File: src/rtl/alink_wb_if.sv
// Wishbone B4 signal bundle between the SoC interconnect and the ALINK register block.
interface alink_wb_if;
  logic        ALINK_CYC_I;
  logic        ALINK_STB_I;
  logic        ALINK_WE_I;
  logic        ALINK_LOCK_I;
  logic [2:0]  ALINK_CTI_I;
  logic [1:0]  ALINK_BTE_I;
  logic [5:0]  ALINK_ADR_I;
  logic [31:0] ALINK_DAT_I;
  logic [3:0]  ALINK_SEL_I;
  logic        ALINK_ACK_O;
  logic        ALINK_ERR_O;
  logic        ALINK_RTY_O;
  logic [31:0] ALINK_DAT_O;

  modport master (
    output ALINK_CYC_I, ALINK_STB_I, ALINK_WE_I, ALINK_LOCK_I, ALINK_CTI_I,
    output ALINK_BTE_I, ALINK_ADR_I, ALINK_DAT_I, ALINK_SEL_I,
    input  ALINK_ACK_O, ALINK_ERR_O, ALINK_RTY_O, ALINK_DAT_O
  );

  modport slave (
    input  ALINK_CYC_I, ALINK_STB_I, ALINK_WE_I, ALINK_LOCK_I, ALINK_CTI_I,
    input  ALINK_BTE_I, ALINK_ADR_I, ALINK_DAT_I, ALINK_SEL_I,
    output ALINK_ACK_O, ALINK_ERR_O, ALINK_RTY_O, ALINK_DAT_O
  );
endinterface

File: src/rtl/alink_wb_slave.sv
// ALINK Wishbone register block: TX FIFO push, RX FIFO pop, PHY mask, status/busy view, flush.
// Optional scratch register at 0x14 is enabled by defining ALINK_SCRATCH_EN.
module alink_wb_slave #(
  parameter int PHY_NUM = 32,
  parameter int TXCNT_W = 11,
  parameter int RXCNT_W = 10
) (
  input  logic               clk,
  input  logic               rst,
  alink_wb_if.slave          wb,
  output logic               txfifo_push,
  output logic [31:0]        txfifo_din,
  input  logic [RXCNT_W-1:0] rxcnt,
  input  logic               rxempty,
  input  logic [TXCNT_W-1:0] txcnt,
  output logic               reg_flush,
  input  logic               txfull,
  output logic [PHY_NUM-1:0] reg_mask,
  input  logic [PHY_NUM-1:0] busy,
  output logic               rxfifo_pop,
  input  logic [31:0]        rxfifo_dout
);

  localparam logic [3:0] A_TXDATA  = 4'h0;
  localparam logic [3:0] A_STATUS  = 4'h1;
  localparam logic [3:0] A_MASK    = 4'h2;
  localparam logic [3:0] A_BUSY    = 4'h3;
  localparam logic [3:0] A_RXDATA  = 4'h4;
  localparam logic [3:0] A_SCRATCH = 4'h5;

  // Handshake: an access is accepted when STB is high and ACK is low; ACK is
  // registered from that, so each access gets exactly one ACK cycle one clock
  // after STB, and a held STB is acknowledged on alternate cycles.
  logic        ack_q;
  logic [31:0] dat_q;
  logic        overflow;
  logic        accept;
  logic [3:0]  reg_sel;
  logic        rx_avail;
  logic [31:0] status_word;
  logic [31:0] mask_ext;
  logic [31:0] mask_new;
  logic [31:0] rdata;
  logic [31:0] scratch;
  logic        unused_ok;

  assign accept   = wb.ALINK_STB_I & ~ack_q;
  assign reg_sel  = wb.ALINK_ADR_I[5:2];
  assign rx_avail = |rxcnt;

  assign wb.ALINK_ACK_O = ack_q;
  assign wb.ALINK_DAT_O = dat_q;
  assign wb.ALINK_ERR_O = 1'b0;
  assign wb.ALINK_RTY_O = 1'b0;

  assign unused_ok = &{1'b0, wb.ALINK_CYC_I, wb.ALINK_LOCK_I, wb.ALINK_CTI_I,
                       wb.ALINK_BTE_I, wb.ALINK_ADR_I[1:0]};

  assign status_word = {8'h00, overflow, txfull, rxempty, 11'(txcnt), 10'(rxcnt)};
  assign mask_ext    = 32'(reg_mask);

  always_comb begin
    mask_new = mask_ext;
    for (int b = 0; b < 4; b++) begin
      if (wb.ALINK_SEL_I[b]) mask_new[8*b +: 8] = wb.ALINK_DAT_I[8*b +: 8];
    end
  end

`ifdef ALINK_SCRATCH_EN
  logic [31:0] scratch_new;

  always_comb begin
    scratch_new = scratch;
    for (int b = 0; b < 4; b++) begin
      if (wb.ALINK_SEL_I[b]) scratch_new[8*b +: 8] = wb.ALINK_DAT_I[8*b +: 8];
    end
  end

  always_ff @(posedge clk or negedge rst) begin
    if (!rst) begin
      scratch <= 32'h0;
    end else if (accept && wb.ALINK_WE_I && reg_sel == A_SCRATCH) begin
      scratch <= scratch_new;
    end
  end
`else
  assign scratch = 32'h0;
`endif

  always_comb begin
    rdata = 32'h0;
    case (reg_sel)
      A_STATUS:  rdata = status_word;
      A_MASK:    rdata = mask_ext;
      A_BUSY:    rdata = 32'(busy);
      A_RXDATA:  rdata = rx_avail ? rxfifo_dout : 32'h0;
`ifdef ALINK_SCRATCH_EN
      A_SCRATCH: rdata = scratch;
`endif
      default:   rdata = 32'h0;
    endcase
  end

  always_ff @(posedge clk or negedge rst) begin
    if (!rst) begin
      ack_q       <= 1'b0;
      dat_q       <= 32'h0;
      txfifo_push <= 1'b0;
      txfifo_din  <= 32'h0;
      reg_flush   <= 1'b0;
      reg_mask    <= '0;
      rxfifo_pop  <= 1'b0;
      overflow    <= 1'b0;
    end else begin
      ack_q       <= accept;
      txfifo_push <= 1'b0;
      rxfifo_pop  <= 1'b0;
      reg_flush   <= 1'b0;
      if (accept) begin
        if (wb.ALINK_WE_I) begin
          case (reg_sel)
            A_TXDATA: begin
              // A full FIFO drops the word and latches the sticky overflow flag.
              if (txfull) begin
                overflow <= 1'b1;
              end else begin
                txfifo_din  <= wb.ALINK_DAT_I;
                txfifo_push <= 1'b1;
              end
            end
            A_STATUS: reg_flush <= wb.ALINK_DAT_I[0];
            A_MASK:   reg_mask  <= PHY_NUM'(mask_new);
            default:  ;
          endcase
        end else begin
          dat_q <= rdata;
          if (reg_sel == A_RXDATA && rx_avail) rxfifo_pop <= 1'b1;
          if (reg_sel == A_STATUS) overflow <= 1'b0;
        end
      end
    end
  end

endmodule

File: src/flat_wrapper.sv
// flat-port wrapper written by rule: the top's interface ports become plain ports
module alink_wb_slave_flat 
#(
  parameter int PHY_NUM = 32,
  parameter int TXCNT_W = 11,
  parameter int RXCNT_W = 10
)
  (clk, rst, txfifo_push, txfifo_din, rxcnt, rxempty, txcnt, reg_flush, txfull, reg_mask, busy, rxfifo_pop, rxfifo_dout, wb_ALINK_CYC_I, wb_ALINK_STB_I, wb_ALINK_WE_I, wb_ALINK_LOCK_I, wb_ALINK_CTI_I, wb_ALINK_BTE_I, wb_ALINK_ADR_I, wb_ALINK_DAT_I, wb_ALINK_SEL_I, wb_ALINK_ACK_O, wb_ALINK_ERR_O, wb_ALINK_RTY_O, wb_ALINK_DAT_O);
  alink_wb_if wb_i ();
  input  logic clk;
  input  logic rst;
  output logic txfifo_push;
  output logic [31:0] txfifo_din;
  input  logic [RXCNT_W-1:0] rxcnt;
  input  logic rxempty;
  input  logic [TXCNT_W-1:0] txcnt;
  output logic reg_flush;
  input  logic txfull;
  output logic [PHY_NUM-1:0] reg_mask;
  input  logic [PHY_NUM-1:0] busy;
  output logic rxfifo_pop;
  input  logic [31:0] rxfifo_dout;
  input wire logic [$bits(wb_i.ALINK_CYC_I)-1:0] wb_ALINK_CYC_I;
  input wire logic [$bits(wb_i.ALINK_STB_I)-1:0] wb_ALINK_STB_I;
  input wire logic [$bits(wb_i.ALINK_WE_I)-1:0] wb_ALINK_WE_I;
  input wire logic [$bits(wb_i.ALINK_LOCK_I)-1:0] wb_ALINK_LOCK_I;
  input wire logic [$bits(wb_i.ALINK_CTI_I)-1:0] wb_ALINK_CTI_I;
  input wire logic [$bits(wb_i.ALINK_BTE_I)-1:0] wb_ALINK_BTE_I;
  input wire logic [$bits(wb_i.ALINK_ADR_I)-1:0] wb_ALINK_ADR_I;
  input wire logic [$bits(wb_i.ALINK_DAT_I)-1:0] wb_ALINK_DAT_I;
  input wire logic [$bits(wb_i.ALINK_SEL_I)-1:0] wb_ALINK_SEL_I;
  output wire logic [$bits(wb_i.ALINK_ACK_O)-1:0] wb_ALINK_ACK_O;
  output wire logic [$bits(wb_i.ALINK_ERR_O)-1:0] wb_ALINK_ERR_O;
  output wire logic [$bits(wb_i.ALINK_RTY_O)-1:0] wb_ALINK_RTY_O;
  output wire logic [$bits(wb_i.ALINK_DAT_O)-1:0] wb_ALINK_DAT_O;
  assign wb_i.ALINK_CYC_I = wb_ALINK_CYC_I;
  assign wb_i.ALINK_STB_I = wb_ALINK_STB_I;
  assign wb_i.ALINK_WE_I = wb_ALINK_WE_I;
  assign wb_i.ALINK_LOCK_I = wb_ALINK_LOCK_I;
  assign wb_i.ALINK_CTI_I = wb_ALINK_CTI_I;
  assign wb_i.ALINK_BTE_I = wb_ALINK_BTE_I;
  assign wb_i.ALINK_ADR_I = wb_ALINK_ADR_I;
  assign wb_i.ALINK_DAT_I = wb_ALINK_DAT_I;
  assign wb_i.ALINK_SEL_I = wb_ALINK_SEL_I;
  assign wb_ALINK_ACK_O = wb_i.ALINK_ACK_O;
  assign wb_ALINK_ERR_O = wb_i.ALINK_ERR_O;
  assign wb_ALINK_RTY_O = wb_i.ALINK_RTY_O;
  assign wb_ALINK_DAT_O = wb_i.ALINK_DAT_O;
  alink_wb_slave #(.PHY_NUM(PHY_NUM), .TXCNT_W(TXCNT_W), .RXCNT_W(RXCNT_W)) u_core (.clk(clk), .rst(rst), .wb(wb_i), .txfifo_push(txfifo_push), .txfifo_din(txfifo_din), .rxcnt(rxcnt), .rxempty(rxempty), .txcnt(txcnt), .reg_flush(reg_flush), .txfull(txfull), .reg_mask(reg_mask), .busy(busy), .rxfifo_pop(rxfifo_pop), .rxfifo_dout(rxfifo_dout));
endmodule
File: config.mk
export PLATFORM = sky130hd
export DESIGN_NAME = alink_wb_slave_flat
export DESIGN_NICKNAME = d
export VERILOG_FILES = /design/src/rtl/alink_wb_if.sv /design/src/rtl/alink_wb_slave.sv /design/src/flat_wrapper.sv
export SDC_FILE = /design/constraint.sdc
export NUM_CORES = 1
export LEC_CHECK = 0
export CAP_MARGIN = 20
export CELL_PAD_IN_SITES_DETAIL_PLACEMENT = 1
export CELL_PAD_IN_SITES_GLOBAL_PLACEMENT = 2
export CORE_MARGIN = 1.5
export CORE_UTILIZATION = 40
export DETAILED_ROUTE_END_ITERATION = 10
export DONT_BUFFER_PORTS = 1
export PLACE_DENSITY_LB_ADDON = 0.1
export SYNTH_ARGS = -nofsm -noshare
export SYNTH_HDL_FRONTEND = slang
export SYNTH_SLANG_ARGS = --single-unit
File: constraint.sdc
create_clock -name clk -period 3.1 [get_ports clk]
set_input_delay 0.62 -clock clk [delete_from_list [all_inputs] [get_ports clk]]
set_output_delay 0.62 -clock clk [all_outputs]
set_load 0.01 [all_outputs]
# Yosys cells after proc, flatten, opt, wreduce, memory -nomap -nowiden
# Index checks and enable logic that the tools add are counted.
# op_classes
n_eq_ne	6
reduce_logical	11
n_mux	16
bitwise	4
# op_table
cell	count
$pmux 32 s4	1
$mux 32	1
$reduce_and 4->1	6
$mux 1	14
$reduce_or 10->1	1
$eq 4x2->1 const B	2
$eq 4x1->1 const B	1
$eq 4x3->1 const B	1
$logic_not 4->1	1
$not 1->1	3
$ne 2x1->1 const B	1
$ne 2x2->1 const B	1
$reduce_and 2->1	1
$reduce_bool 2->1	1
$and 1x1->1	1
$logic_and 1x1->1	1
# totals
wordCells	48
out_inout_bits	102
regBits	101
in_bits	140

# Logic depth before layout (Yosys ltp)
# logic_depth
depth_word	5
ltp_mapped	6
depth_no_buf	4

# Least setup slack after synthesis
# No wires, ideal clock.
# synth_timing
kind	input-to-reg
startpoint	input wb_ALINK_ADR_I[3]
endpoint	register u_core.txfifo_din[10]
path_slack_ns	1.059
arrival_time_ns	1.913
setup_time_ns	0.128
n_path_buf	2
stages	6
t_required_ns	2.972
cell_sequence	or2_1 -> nor4_1 -> nor2b_1 -> buf_2 -> buf_4 -> mux2_1
# synth_between
elab_chain_len	2
# synth_lines
element	line	rtl
start: declaration	flat_wrapper.sv:29	input wire logic [$bits(wb_i.ALINK_ADR_I)-1:0] wb_ALINK_ADR_I;
$logic_not 4->1	alink_wb_slave.sv:121	case (reg_sel)
$reduce_and 4->1 (no line)	--	
end signal: assignment	alink_wb_slave.sv:127	txfifo_din <= wb.ALINK_DAT_I;
end: declaration	alink_wb_slave.sv:12	output logic [31:0] txfifo_din,
# No other way between the ends.
# A chain may end at the register's enable or synchronous reset.

# Worst setup path after layout
# layout_timing
startpoint	register u_core.ack_q, in the netlist u_core.wb.ALINK_ACK_O
endpoint	register u_core.reg_mask[4]
# layout_between
elab_chain_len	3
# layout_lines
element	line	rtl
start: declaration	alink_wb_slave.sv:34	logic ack_q;
start signal: assignment	alink_wb_slave.sv:115	ack_q <= accept;
$not 1->1	alink_wb_slave.sv:47	assign accept = wb.ALINK_STB_I & ~ack_q;
$and 1x1->1	alink_wb_slave.sv:47	
$reduce_and 4->1 (no line)	--	
end signal: assignment	alink_wb_slave.sv:132	A_MASK: reg_mask <= PHY_NUM'(mask_new);
end: declaration	alink_wb_slave.sv:18	output logic [PHY_NUM-1:0] reg_mask,
# No other way between the ends.

==> out/qor.txt <==
status = completed
die height = 109 um
top cell type by total area after synthesis = dfrtp_1
final wirelength = 13.2 mm
critical path depth = 4
CTS tree = built
mean post-synth cell area = 12.2 um2
Crit Path Class = reg -> reg
Port Buf Inserts = 0
fin nets = 501
CP Cell Sequence = nand3b_1 -> nor2b_1 -> nand2_2 -> mux2_1
distinct cell type count after synthesis = 25
clock skew = 0.0110 ns
RSZ-0062 raised after global routing = no
full die area = 11,800 um2
CP max FO = 8
top sig layer = met4
Min Hold Slack = 0.145 ns
crit path launch type = register
clk slew on worst S/H paths = 0.09 ns
worst min path class = in -> async
Remaining Overflow, GRT = 0
Core Box Area = 10,800 um2
first-pass GRT wire length = 19.8 mm
Post-CTS Setup Inserts = 0
number of placed I/O pins = 242
Tightest Pin Transition = 0.783 ns
WL met2 = 6.76 mm
# Max-Cap Violations = 0
M1 WL = 4.83 mm
post-cts resize count = 0
Max Clk Rate = 475 MHz
share of cells above drive strength 1 = 0.101
R2R depth = 4
DR WL met3 = 1.34 mm
clock sinks = 101
Skew-Pair Late Insertion Delay = 0.36 ns
Leakage = 2.09 nW
initial drt markers = 226
Synth area leaders = dfrtp_1, mux2_1, nand2_1
antenna-violating nets left = 0
synth-to-layout area growth = 8.99%
cts bufs inserted = 9
YS warnings = 0
final-report hold violation count = 0
initial antenna violation count = 0
Post-DP HPWL = 9.15 mm
# DRC = 0
Peak VDD IR = 0.208 mV
count of pins over their slew limit = 0
Crit path max-delay family = simple AND/OR/NAND/NOR gates
final period utilization = 0.679
Antenna Cells = 0
flop and latch count out of synthesis = 101
Die W = 109 um
cell row count = 38
Pre-antenna DRT Iters = 7
register area = 2530 um2
Wirelength per Cell = 26.1 um
PwrDens = 513 nW/um2
GP Congestion = 0.748
maximum clock path buffer count = 2
Critical-path top delay cell = nor2b_1
worst path arrival time = 2.35 ns
critical path data required time = 3.34 ns
via count = 3,198
vias in the first global route = 3,632
Slew HR = 0.476
setup TNS = 0 ns
Multi-input gate area = 1840 um2
Via density = 6.32
Root Buffer = clkbuf_8
fin crit period = 2.10 ns
sequential area share after synthesis = 0.567
cell area after synthesis = 4450 um2
number of H-tree levels = 3
fillers = 1,155
CP max stage delay = 0.57 ns
critical path capture point type = register
final setup fails = 0
Starting Density = 0.411
critical path buffer and inverter count = 0
Mapped Cells = 365
largest net degree at the start of global routing = 102
GRT Overall Usage = 0.227
post-synth top area share = 0.567
cts hold-fix bufs = 1
## placed cells by master (no fill, tap or decap), types with 3 or more instances in the layout
cell type  instances
dfrtp_1          101
nor4_1             3
clkbuf_8          11
o21ai_1            8
nor2b_1            3
nand2_2            4
mux2_1            64
a222oi_1          26
nand2_1           76
a32oi_1           24
clkinv_2           3
a22oi_1           12
buf_4              9
## worst paths after layout
path	slack, ns	endpoint	startpoint
max	1.0	u_core.reg_mask[4]	u_core.wb.ALINK_ACK_O
min	0.14	u_core.wb.ALINK_DAT_O[28]	rst
max reg2reg	1.0	u_core.reg_mask[4]	u_core.wb.ALINK_ACK_O
min reg2reg	0.52	u_core.overflow	u_core.overflow
max in group asynchronous	2.47	u_core.overflow	rst
min in group clk	0.37	u_core.reg_flush	wb_ALINK_DAT_I[0]
## metal layers
metal | up-vias | GRT usage
met3 | 21 | 0.0772
met2 | 164 | 0.394
li1 | 1362 | -
met5 | - | 0
met1 | 1651 | 0.253
met4 | 0 | 0.0968
## layout make-up
cell class              count  share of cell area
clock buffers              12              0.0320
clock inverters             4             0.00464
multi-input cells         237               0.379
flip-flops and latches    101               0.521
well taps                 140              0.0361
repair buffers             12              0.0278
## flip-flops by register name, summed over array words and instances, names as in the netlist
register and cells:
u_core.overflow 1, u_core.reg_flush 1, u_core.reg_mask 32, u_core.rxfifo_pop 1, u_core.txfifo_din 32, u_core.txfifo_push 1, u_core.wb.ALINK_ACK_O 1, u_core.wb.ALINK_DAT_O 32
## power breakdown
group / internal [mW] / total [mW] / switching [mW]
Clock: 0.333 / 0.781 / 0.448
Combinational: 0.0763 / 0.171 / 0.0947
Sequential: 1.41 / 1.54 / 0.124
## cells by family (layout without fill, tap and decap cells)
logic type	after synthesis	in the layout	synth area share
flops	101	101	0.567
simple gates	98	98	0.0986
compound gates	72	72	0.140
mux	64	64	0.162
buf+inv	28	28	0.0298
other cells	1	2	0.000842
xor+xnor	1	1	0.00197
## cells in the mapped netlist (all sizes together)
cell type,count
a31oi,1
nor4,3
mux2,64
nand2,80
conb,1
a22oi,12
nor2b,4
or2,1
or4b,1
o21ai,8
or3,1
nor2,2
a222oi,26
a32oi,24
dfrtp,101
clkbuf,18
nand3b,1
xnor2,1
a22o,1
buf,10
nand2b,2
nor3,1
nor4b,2
## per-stage QoR
stage / std cells / util / setup slack [ns] / total power [mW] / instance area (um2)
6_report: 506 / 0.448 / 0.995 / 2.49 / 4850
3_5_place_dp: 489 / 0.429 / 0.723 / 1.71 / 4650
2_1_floorplan: 366 / - / 1.06 / 1.65 / 4460
3_3_place_gp: 489 / 0.429 / 0.703 / 1.70 / 4650
4_1_cts: 506 / 0.448 / 0.962 / 2.52 / 4850
5_1_grt: 506 / 0.448 / 0.897 / 2.61 / 4850
No activity file was read; power rests on OpenSTA's default activity.
